## src/rtl/temp_sample_scheduler.sv

```systemverilog
// LM75A sample scheduler: periodic reads, timeout/retry, min/max tracking.
// Optional TEMP_AVG_EN: temp_c becomes a 4-sample moving average.
module temp_sample_scheduler #(
  parameter int SAMPLE_PERIOD  = 12_000_000,
  parameter int TIMEOUT_CYCLES = 60_000,
  parameter int MAX_RETRY      = 3
) (
  input  logic        clk,
  input  logic        rst_n,
  output logic        rd_req,
  output logic        rd_abort,
  input  logic        rd_done,
  input  logic        rd_nack,
  input  logic [15:0] rd_data,
  output logic [7:0]  temp_c,
  output logic [7:0]  temp_min,
  output logic [7:0]  temp_max,
  output logic        temp_valid,
  output logic        sample_stb,
  output logic        sensor_found,
  output logic [7:0]  err_cnt,
  output logic        overrun
);

  localparam int PW = $clog2(SAMPLE_PERIOD);
  localparam int TW = $clog2(TIMEOUT_CYCLES);

  typedef enum logic [1:0] {
    S_WAIT,
    S_REQ,
    S_BUSY,
    S_EVAL
  } state_t;

  state_t        state;
  state_t        nxt;
  logic [PW-1:0] per_cnt;
  logic [TW-1:0] to_cnt;
  logic [2:0]    retry;
  logic [7:0]    sample;
  logic [7:0]    c_next;
  logic          tick;
  logic          to_last;
  logic          retry_last;
  logic          rd_ok;
  logic          rd_fail;

  assign tick       = (per_cnt == '0);
  assign to_last    = (to_cnt == TW'(TIMEOUT_CYCLES - 1));
  assign retry_last = (({1'b0, retry} + 4'd1) >= 4'(MAX_RETRY));

  always_ff @(posedge clk or negedge rst_n) begin
    if (!rst_n) begin
      per_cnt <= PW'(SAMPLE_PERIOD - 1);
    end else if (tick) begin
      per_cnt <= PW'(SAMPLE_PERIOD - 1);
    end else begin
      per_cnt <= per_cnt - 1'b1;
    end
  end

  always_ff @(posedge clk or negedge rst_n) begin
    if (!rst_n) state <= S_WAIT;
    else        state <= nxt;
  end

  always_comb begin
    nxt      = state;
    rd_req   = 1'b0;
    rd_abort = 1'b0;
    rd_ok    = 1'b0;
    rd_fail  = 1'b0;
    unique case (state)
      S_WAIT: if (tick) nxt = S_REQ;
      S_REQ: begin
        rd_req = 1'b1;
        nxt    = S_BUSY;
      end
      S_BUSY: begin
        // a completion in the timeout cycle still counts as a completion
        if (rd_done && !rd_nack) begin
          rd_ok = 1'b1;
          nxt   = S_EVAL;
        end else if (rd_done || to_last) begin
          rd_fail  = 1'b1;
          rd_abort = !rd_done;
          nxt      = retry_last ? S_WAIT : S_REQ;
        end
      end
      S_EVAL: nxt = S_WAIT;
      default: nxt = S_WAIT;
    endcase
  end

`ifdef TEMP_AVG_EN
  logic [2:0][7:0]   hist;
  logic [3:0][7:0]   win;
  logic signed [9:0] sum;
  logic              unused_bits;

  always_comb begin
    if (!temp_valid) win = {4{sample}};
    else             win = {hist, sample};
    sum = $signed({{2{win[0][7]}}, win[0]})
        + $signed({{2{win[1][7]}}, win[1]})
        + $signed({{2{win[2][7]}}, win[2]})
        + $signed({{2{win[3][7]}}, win[3]});
    c_next = sum[9:2];
  end

  always_ff @(posedge clk or negedge rst_n) begin
    if (!rst_n)              hist <= '0;
    else if (state == S_EVAL) hist <= win[2:0];
  end

  assign unused_bits = ^{rd_data[7:0], sum[1:0], win[3]};
`else
  logic unused_bits;
  assign c_next      = sample;
  assign unused_bits = ^rd_data[7:0];
`endif

  always_ff @(posedge clk or negedge rst_n) begin
    if (!rst_n) begin
      to_cnt       <= '0;
      retry        <= '0;
      sample       <= '0;
      temp_c       <= '0;
      temp_min     <= '0;
      temp_max     <= '0;
      temp_valid   <= 1'b0;
      sample_stb   <= 1'b0;
      sensor_found <= 1'b0;
      err_cnt      <= '0;
      overrun      <= 1'b0;
    end else begin
      sample_stb <= 1'b0;
      if (tick && state != S_WAIT) overrun <= 1'b1;
      if (state == S_REQ)       to_cnt <= '0;
      else if (state == S_BUSY) to_cnt <= to_cnt + 1'b1;
      if (rd_ok) begin
        sample       <= rd_data[15:8];
        retry        <= '0;
        sensor_found <= 1'b1;
      end
      if (rd_fail) begin
        if (err_cnt != 8'hFF) err_cnt <= err_cnt + 8'd1;
        if (retry_last) begin
          retry        <= '0;
          sensor_found <= 1'b0;
        end else begin
          retry <= retry + 3'd1;
        end
      end
      if (state == S_EVAL) begin
        temp_c     <= c_next;
        temp_valid <= 1'b1;
        sample_stb <= 1'b1;
        if (!temp_valid || $signed(sample) < $signed(temp_min))
          temp_min <= sample;
        if (!temp_valid || $signed(sample) > $signed(temp_max))
          temp_max <= sample;
      end
    end
  end

endmodule

```

## config.mk

```make
export PLATFORM = sky130hd
export DESIGN_NAME = temp_sample_scheduler
export DESIGN_NICKNAME = d
export VERILOG_FILES = /design/src/rtl/temp_sample_scheduler.sv
export SDC_FILE = /design/constraint.sdc
export NUM_CORES = 1
export LEC_CHECK = 0
export ABC_AREA = 0
export CAP_MARGIN = 20
export CORE_MARGIN = 10
export CORE_UTILIZATION = 30
export DETAILED_ROUTE_END_ITERATION = 10
export DONT_BUFFER_PORTS = 1
export GPL_TIMING_DRIVEN = 0
export RECOVER_POWER = 100
export SYNTH_ARGS = -nofsm -noshare
export SYNTH_HDL_FRONTEND = slang
export SYNTH_SLANG_ARGS = --single-unit
```

## constraint.sdc

```tcl
create_clock -name clk -period 3.7 [get_ports clk]
set_input_delay 0.37 -clock clk [delete_from_list [all_inputs] [get_ports clk]]
set_output_delay 0.37 -clock clk [all_outputs]
set_load 0.03 [all_outputs]
```

# After elaboration in Yosys (flattened, before gate mapping)
# Cells that the tools add are included.
# op_classes
n_addsub,5
mul,0
div,0
n_lt_le_gt_ge,3
eq_ne,7
shifts,0
muxes,24
n_bitwise,0
reduce_logical,17
# ops
op,count
$mux 16,2
$logic_not 24->1,1
$mux 24,1
$sub 24x1->24 const B,1
$add 16x1->16 const B,1
$eq 16x16->1 const B,1
$mux 1,14
$mux 3,3
$add 8x1->8 const B,1
$gt 8x8->1,1
$lt 8x8->1,1
$ne 8x8->1 const B,1
$pmux 2 s4,1
$reduce_and 2->1,4
$mux 2,3
$reduce_bool 2->1,3
$add 3x1->4 const B,1
$eq 2x2->1 const B,2
$ge 4x2->1 const B,1
$add 3x1->3 const B,1
$logic_not 1->1,3
$logic_or 1x1->1,3
$ne 3x3->1 const B,1
$eq 2x1->1 const B,1
other kinds (3),4
# word_totals
register_bits,89
latchBits,0
mem_bits_rw,0
rom_bits,0
out_inout_bits,38
wordCells,69
mem_count,0

# Longest topological paths before layout
# Gate-level depths: netlist of the first run.
# depth
depth_word,7
ltp_mapped,8
depth_no_buf,7

# Worst setup path before layout of the first run
# No wires, ideal clock.
# synth_path
path_type,reg-to-reg
from,register per_cnt[10]
to,register state[1]
setup_ns,0.073
arrival_time_ns,2.369
required_time_ns,3.627
path_slack_ns,1.258
path_stages_with_launch,8
path_buffers,2
period_less_slack_ns,2.442
cell_sequence,dfrtp_1 -> or4_4 -> or3_1 -> buf_6 -> or4_4 -> buf_6 -> a211oi_2 -> a2bb2oi_2
# synth_between
elab_chain_len,3
# synth_lines
item,line,text
from (decl),37,logic [PW-1:0] per_cnt;
from (signal assigned),54,per_cnt <= PW'(SAMPLE_PERIOD - 1);
from (signal assigned),56,per_cnt <= PW'(SAMPLE_PERIOD - 1);
from (signal assigned),58,per_cnt <= per_cnt - 1'b1;
$logic_not 24->1,48,assign tick = (per_cnt == '0);
$ne 2x2->1 (no source line),--,
$reduce_and 2->1 (no source line),--,
to (signal assigned),64,else state <= nxt;
to (decl),35,state_t state;
# Every way passes these cells.
# A chain may end at the register's enable or synchronous reset.

# Worst setup path after layout of the first run
# Same ends and word-level chain as after synthesis.

==> results of run 1 <==
-- power breakdown --
part           internal, mW  switching (mW)  leakage [nW]
clock network         0.492           0.422         0.148
logic                 0.519           0.515         0.867
registers              1.22           0.621          1.10
-- synthesized netlist by cell type, types with 3 or more instances --
cell type  count
inv_1         28
ha_1          24
and4_1         6
and3_1         8
nor2_1        35
xnor2_1       21
or3_1          5
dfstp_2       17
xor2_1         8
and2_1         3
nand2b_1       3
mux2_2        34
clkbuf_1       5
o21ai_0       12
o31ai_1        6
nand4_1        8
a21o_1         3
nor3_1        11
a21oi_1       12
dfrtp_1       72
nand3_1       16
nand2_1       25
nor4_1         6
-- cell families after synthesis --
| kind of cell | Yosys count | share of synthesized area [%] |
|---|---|---|
| fa+ha+maj | 24 | 6.81 |
| simple gates | 140 | 16.7 |
| compound gates | 48 | 7.29 |
| flops | 89 | 51.0 |
| xor+xnor | 29 | 5.76 |
| mux | 36 | 9.13 |
| buf+inv | 35 | 3.32 |
-- final timing paths --
path,start,end,depth (start not counted)
worst max-delay path,per_cnt[10],state[1],7
worst min-delay path,rd_data[11],c_next[3],1
worst max register to register,per_cnt[10],state[1],7
worst min register to register,per_cnt[0],per_cnt[0],1
max in group asynchronous,rst_n,temp_max[1],2
min in group asynchronous,rst_n,state[1],2
-- layout make-up --
type                            count  share of cell area (%)
Buffer                              7                   0.534
Clock buffer                       10                    4.85
Clock inverter                      6                    1.17
Inverter                           28                    2.13
Multi-Input combinational cell    277                    40.7
Sequential cell                    89                    45.7
Tap cell                          184                    4.68
Timing Repair Buffer                2                   0.305
-- metal layers --
layer / wire length, um / part of all wire, % / global-route usage (%) / vias up
li1: - / - / - / 1446
met2: 4190 / 46 / 14.3 / 60
met4: 83 / 0.91 / 3.10 / 0
met1: 4240 / 47 / 12.1 / 1484
met5: 0 / 0 / 0 / -
met3: 581 / 6.4 / 3.70 / 7
-- critical path: cells and delay by family, from the launching register on --
kind | cells | cell delay (ps)
AO/OA/AOI/OAI | 2 | 480
AND/OR/NAND/NOR | 3 | 1540
flip-flops | 1 | 430
buffers and inverters | 2 | 430
-- per-stage QoR --
stage                     setup slack [ps]  total power, mW  instances  instance area, um2
after floorplan                       1260             2.59        401                4410
after global placement                 977             2.85        585                4640
after CTS                              914             3.86        603                4980
after global routing                   564             4.08        603                4920
after detailed placement               932             2.90        585                4640
final                                  756             3.79        603                4920
-- registers in the layout (all words and copies together) (netlist names), 3 cells and up --
name and flops:
c_next 8, err_cnt 8, per_cnt 24, retry 3, temp_c 8, temp_max 8, temp_min 8, to_cnt 16
-- timing repair --
action	CTS	global route
endpoints found under the hold margin	89	0
resized for setup	0	0
hold buffers	2	0
==> results by group, run 1 <==
Outcome
  – Status: finished, violations left
  – Violated checks: max-capacitance violations, max-slew violations

STA
  – Slew @ Worst Pin: 2180 ps
  – Max Clock Freq: 340 MHz
  – Setup TNS: 0 ps
  – Final period util: 79.6%
  – Relative slew margins: -45.4%
  – RSZ-0062 raised after global routing: no
  – Hold WS: 171 ps
  – Fin crit period: 2940 ps
  – Max-slew violation count: 90
  – Worst Skew: 9.84 ps
  – Final hold viol count: 0
  – Final Setup Violations: 0

Layout
  – Antenna Cells: 0
  – Area of the multi-input gates: 2000 um2
  – Layout cells sized above 1: 17.4%
  – Layout area overhead: 11.6%
  – Fillers: 1447
  – Commonest non-fill, non-tap cell in the layout: dfrtp_1
  – Most frequent cells in the layout: dfrtp_1, nor2_1, mux2_2, inv_1, nand2_1
  – Register area: 2250 um2
  – Final Util: 34.0%
  – Final nets: 458

Routing
  – Post-DRT Antenna Nets: 0
  – Pre-Repair DR Iteration Count: 4
  – WL per Instance: 15.1 um
  – Final wirelength: 9090 um
  – # DRC: 0
  – Vias per inst: 4.97
  – Initial DRC count: 159
  – Via Count: 2997

Placement
  – Gpl congestion: 0.739
  – Final HPWL DP: 6500 um
  – I/O Buffers: 0

Worst setup path
  – Worst Path Arrival: 3230 ps
  – Worst-path fanout max: 8
  – Crit-path max cell delay: 690 ps
  – Crit path required time: 3980 ps
  – Crit path max-delay cell type: or4_2
  – R2r setup slk: 760 ps
  – Critical setup path kind: flop to flop
  – Crit path launch type: flop
  – Crit. End Element: flop
  – Critical-path cell list: or4_1 > or3_1 > clkbuf_1 > or4_2 > clkbuf_1 > a211oi_1 > a2bb2oi_2
  – Cell mode on critical path: clkbuf_1

Clocking
  – Clk root buf: clkbuf_16
  – Inserted Clock Buffers: 9
  – Clk sink count: 89
  – H-Tree Level Count: 3
  – TritonCTS clock tree: built
  – Clk slew on worst S/H paths: 70 ps
  – Postcts setup bufs: 0
  – Worst-Skew Late Latency: 350 ps
  – CTS max path bufs: 2

Floorplanning
  – # rows: 44
  – I/O pins: 58
  – Starting Density: 30.5%
  – Die H: 141 um
  – DIE WIDTH: 141 um
  – Core Area: 14500 um2
  – Die ar.: 20000 um2

Yosys
  – Post-Syn Area per Cell: 11.0 um2
  – Yosys reg bits: 89
  – Async SR Flop Fraction: 100%
  – Syn_nets: 445
  – Top FF cell, synth: dfrtp_1
  – Synth top area share: 40.8%
  – Cell taking the most area after synthesis: dfrtp_1
  – EDFF count, synth: 0
  – Yosys cell types: 47
  – Gate Count Post-Synth: 401
  – Synth area leaders: dfrtp_1, dfstp_2, mux2_2, ha_1, xnor2_1
  – Sequential share of the synthesized area: 51.0%
  – Count of synthesis-stage warnings from yosys: 0
  – Cell Area, Synth: 4410 um2

Global routing
  – Vias in the first global route: 2935
  – Tot GR Track Use: 9.46%
  – Largest net degree at the start of global routing: 90
  – Aggregate global routing overflow: 0
  – Initial antenna violation count: 0
  – Global-route wire length before repair: 15200 um

Flow run
  – Max cap viols: 1

Power
  – Pwr dens: 770 nW/um2
  – Pleak: 2.11 nW
  – VDD IR max: 0.358 mV

Min path
  – HP Class: input pin to flop
Note: power is estimated with default switching activity, not from simulation.
==> run 2: changes to the inputs <==
Clock period 3.7 ns to 2.65 ns, I/O delays scaled along.
==> results by group, run 2 (synthesis results as in run 1) <==
Worst setup path
  – Crit. End Element: flop
  – CP Launch Point: per_cnt[18]
  – R2r worst-path depth: 6
  – Critical setup path kind: flop to flop
  – R2r setup slk: 100 ps
  – Crit path required time: 2930 ps
  – Worst r2r dst: state[1]
  – Crit path launch type: flop
  – Worst-path fanout max: 8
  – Worst Path Arrival: 2830 ps
  – CP endpoint: state[1]
  – RR Startpoint: per_cnt[18]

Clocking
  – Postcts setup bufs: 0
  – Inserted Clock Buffers: 9
  – CTS max path bufs: 2
  – Clk sink count: 89
  – TritonCTS clock tree: built
  – Clk slew on worst S/H paths: 70 ps
  – Worst-Skew Late Latency: 340 ps
  – Clk root buf: clkbuf_16
  – H-Tree Level Count: 3

Floorplanning
  – DIE WIDTH: 141 um
  – I/O pins: 58
  – Starting Density: 30.5%
  – # rows: 44
  – Core Area: 14500 um2
  – Die ar.: 20000 um2
  – Die H: 141 um

STA
  – Worst Skew: 8.23 ps
  – Relative slew margins: 19.3%
  – Max Clock Freq: 393 MHz
  – Slew @ Worst Pin: 1210 ps
  – Final period util: 96.1%
  – RSZ-0062 raised after global routing: no
  – Final hold viol count: 0
  – Max-slew violation count: 0
  – Final Setup Violations: 0
  – Fin crit period: 2550 ps

Layout
  – Fillers: 1440
  – Most frequent cells in the layout: dfrtp_1, nor2_1, mux2_2, inv_1, nand2_1
  – Largest register by flop count: per_cnt
  – Final nets: 458
  – Largest regs: per_cnt (24), to_cnt (16)
  – Max reg flops: 24
  – Layout cells sized above 1: 19.6%
  – Antenna Cells: 0
  – Layout Cells excl Fill: 603
  – Final Util: 34.4%
  – Layout area overhead: 12.9%
  – Commonest non-fill, non-tap cell in the layout: dfrtp_1

Routing
  – Post-DRT Antenna Nets: 0
  – WL per Instance: 15.1 um
  – Initial DRC count: 151
  – Pre-Repair DR Iteration Count: 4
  – Via Count: 3000
  – Vias per inst: 4.98
  – # DRC: 0
  – Final wirelength: 9110 um

Flow run
  – Max cap viols: 0

Min path
  – HP Class: input pin to flop

Global routing
  – Vias in the first global route: 2936
  – Tot GR Track Use: 9.48%
  – Largest net degree at the start of global routing: 90
  – Initial antenna violation count: 0
  – Global-route wire length before repair: 15200 um
  – Aggregate global routing overflow: 0

Placement
  – I/O Buffers: 0
  – # placed instances: 585
  – Gpl congestion: 0.739
  – Final HPWL DP: 6500 um

Power
  – VDD IR max: 0.504 mV
  – Pwr dens: 1070 nW/um2
  – Pleak: 2.15 nW

Outcome
  – Status: complete, no violations
==> run 2: cell types whose count changed in the layout (fill, tap and decap cells not counted), moves of 2 or more <==
cell      before  now
a21oi_1       13   10
clkbuf_1       7    4
a21oi_2        0    2
buf_6          0    2
or4_4          0    2
==> run 2: final cells by class <==
cell class	count	area, um2	share of cell area, %
Sequential cell	89	2250	45.2
Multi-Input combinational cell	277	2040	41.0
Clock buffer	10	239	4.80
Tap cell	184	230	4.62
Inverter	28	105	2.11
Clock inverter	6	57.6	1.16
Buffer	7	42.5	0.854
Timing Repair Buffer	2	17.5	0.352
==> run 2: routing by layer <==
layer	vias to the layer above	wire length [um]	part of all wire [%]	GRT usage, %
met3	10	555	6.1	3.70
li1	1448	-	-	-
met5	-	0	0	0
met2	56	4240	47	14.4
met4	0	97	1.1	3.10
met1	1486	4210	46	12.1
==> run 2: critical path: stages (launching register included) <==
cell and delay, ps:
dfstp_2 380, or4_1 580, or4_1 540, or4_4 450, buf_6 150, a211oi_2 230
a2bb2oi_2 140
==> run 2: what timing repair did <==
action	4_1_cts	5_1_grt
pin swaps	0	1
hold endpoints to repair	89	0
endpoints found under the setup margin	17	11
hold buffers	2	0
gates resized for setup	3	4
==> run 2: power by group <==
part | switching [mW] | internal (mW)
Combinational | 0.753 | 0.738
Sequential | 0.866 | 1.71
Clock | 0.587 | 0.687
Total | 2.21 | 3.13
==> run 2: metrics by stage <==
stage / power, mW / TNS, ps / instance area, um2 / hold WS [ps] / setup slack (ps)
after floorplan: 3.62 / 0 / 4410 / -30.6 / 208
after global placement: 3.98 / -691 / 4640 / -24.1 / -72.5
after detailed placement: 4.05 / -1490 / 4640 / -24.1 / -118
after CTS: 5.41 / 0 / 4990 / 51.0 / 87.0
after global routing: 5.74 / 0 / 4980 / 45.5 / 11.2
final: 5.34 / 0 / 4980 / 66.1 / 104
==> run 2: worst min-delay path by stage <==
stage / startpoint / to / slack [ps] / cells past startpoint
after floorplan: rst_n / c_next[0] / -30 / 0
after global placement: rst_n / state[1] / -20 / 0
after detailed placement: rst_n / overrun / -20 / 0
after CTS: rd_data[11] / c_next[3] / 50 / 1
after global routing: rd_data[11] / c_next[3] / 50 / 1
final: rd_data[11] / c_next[3] / 70 / 1
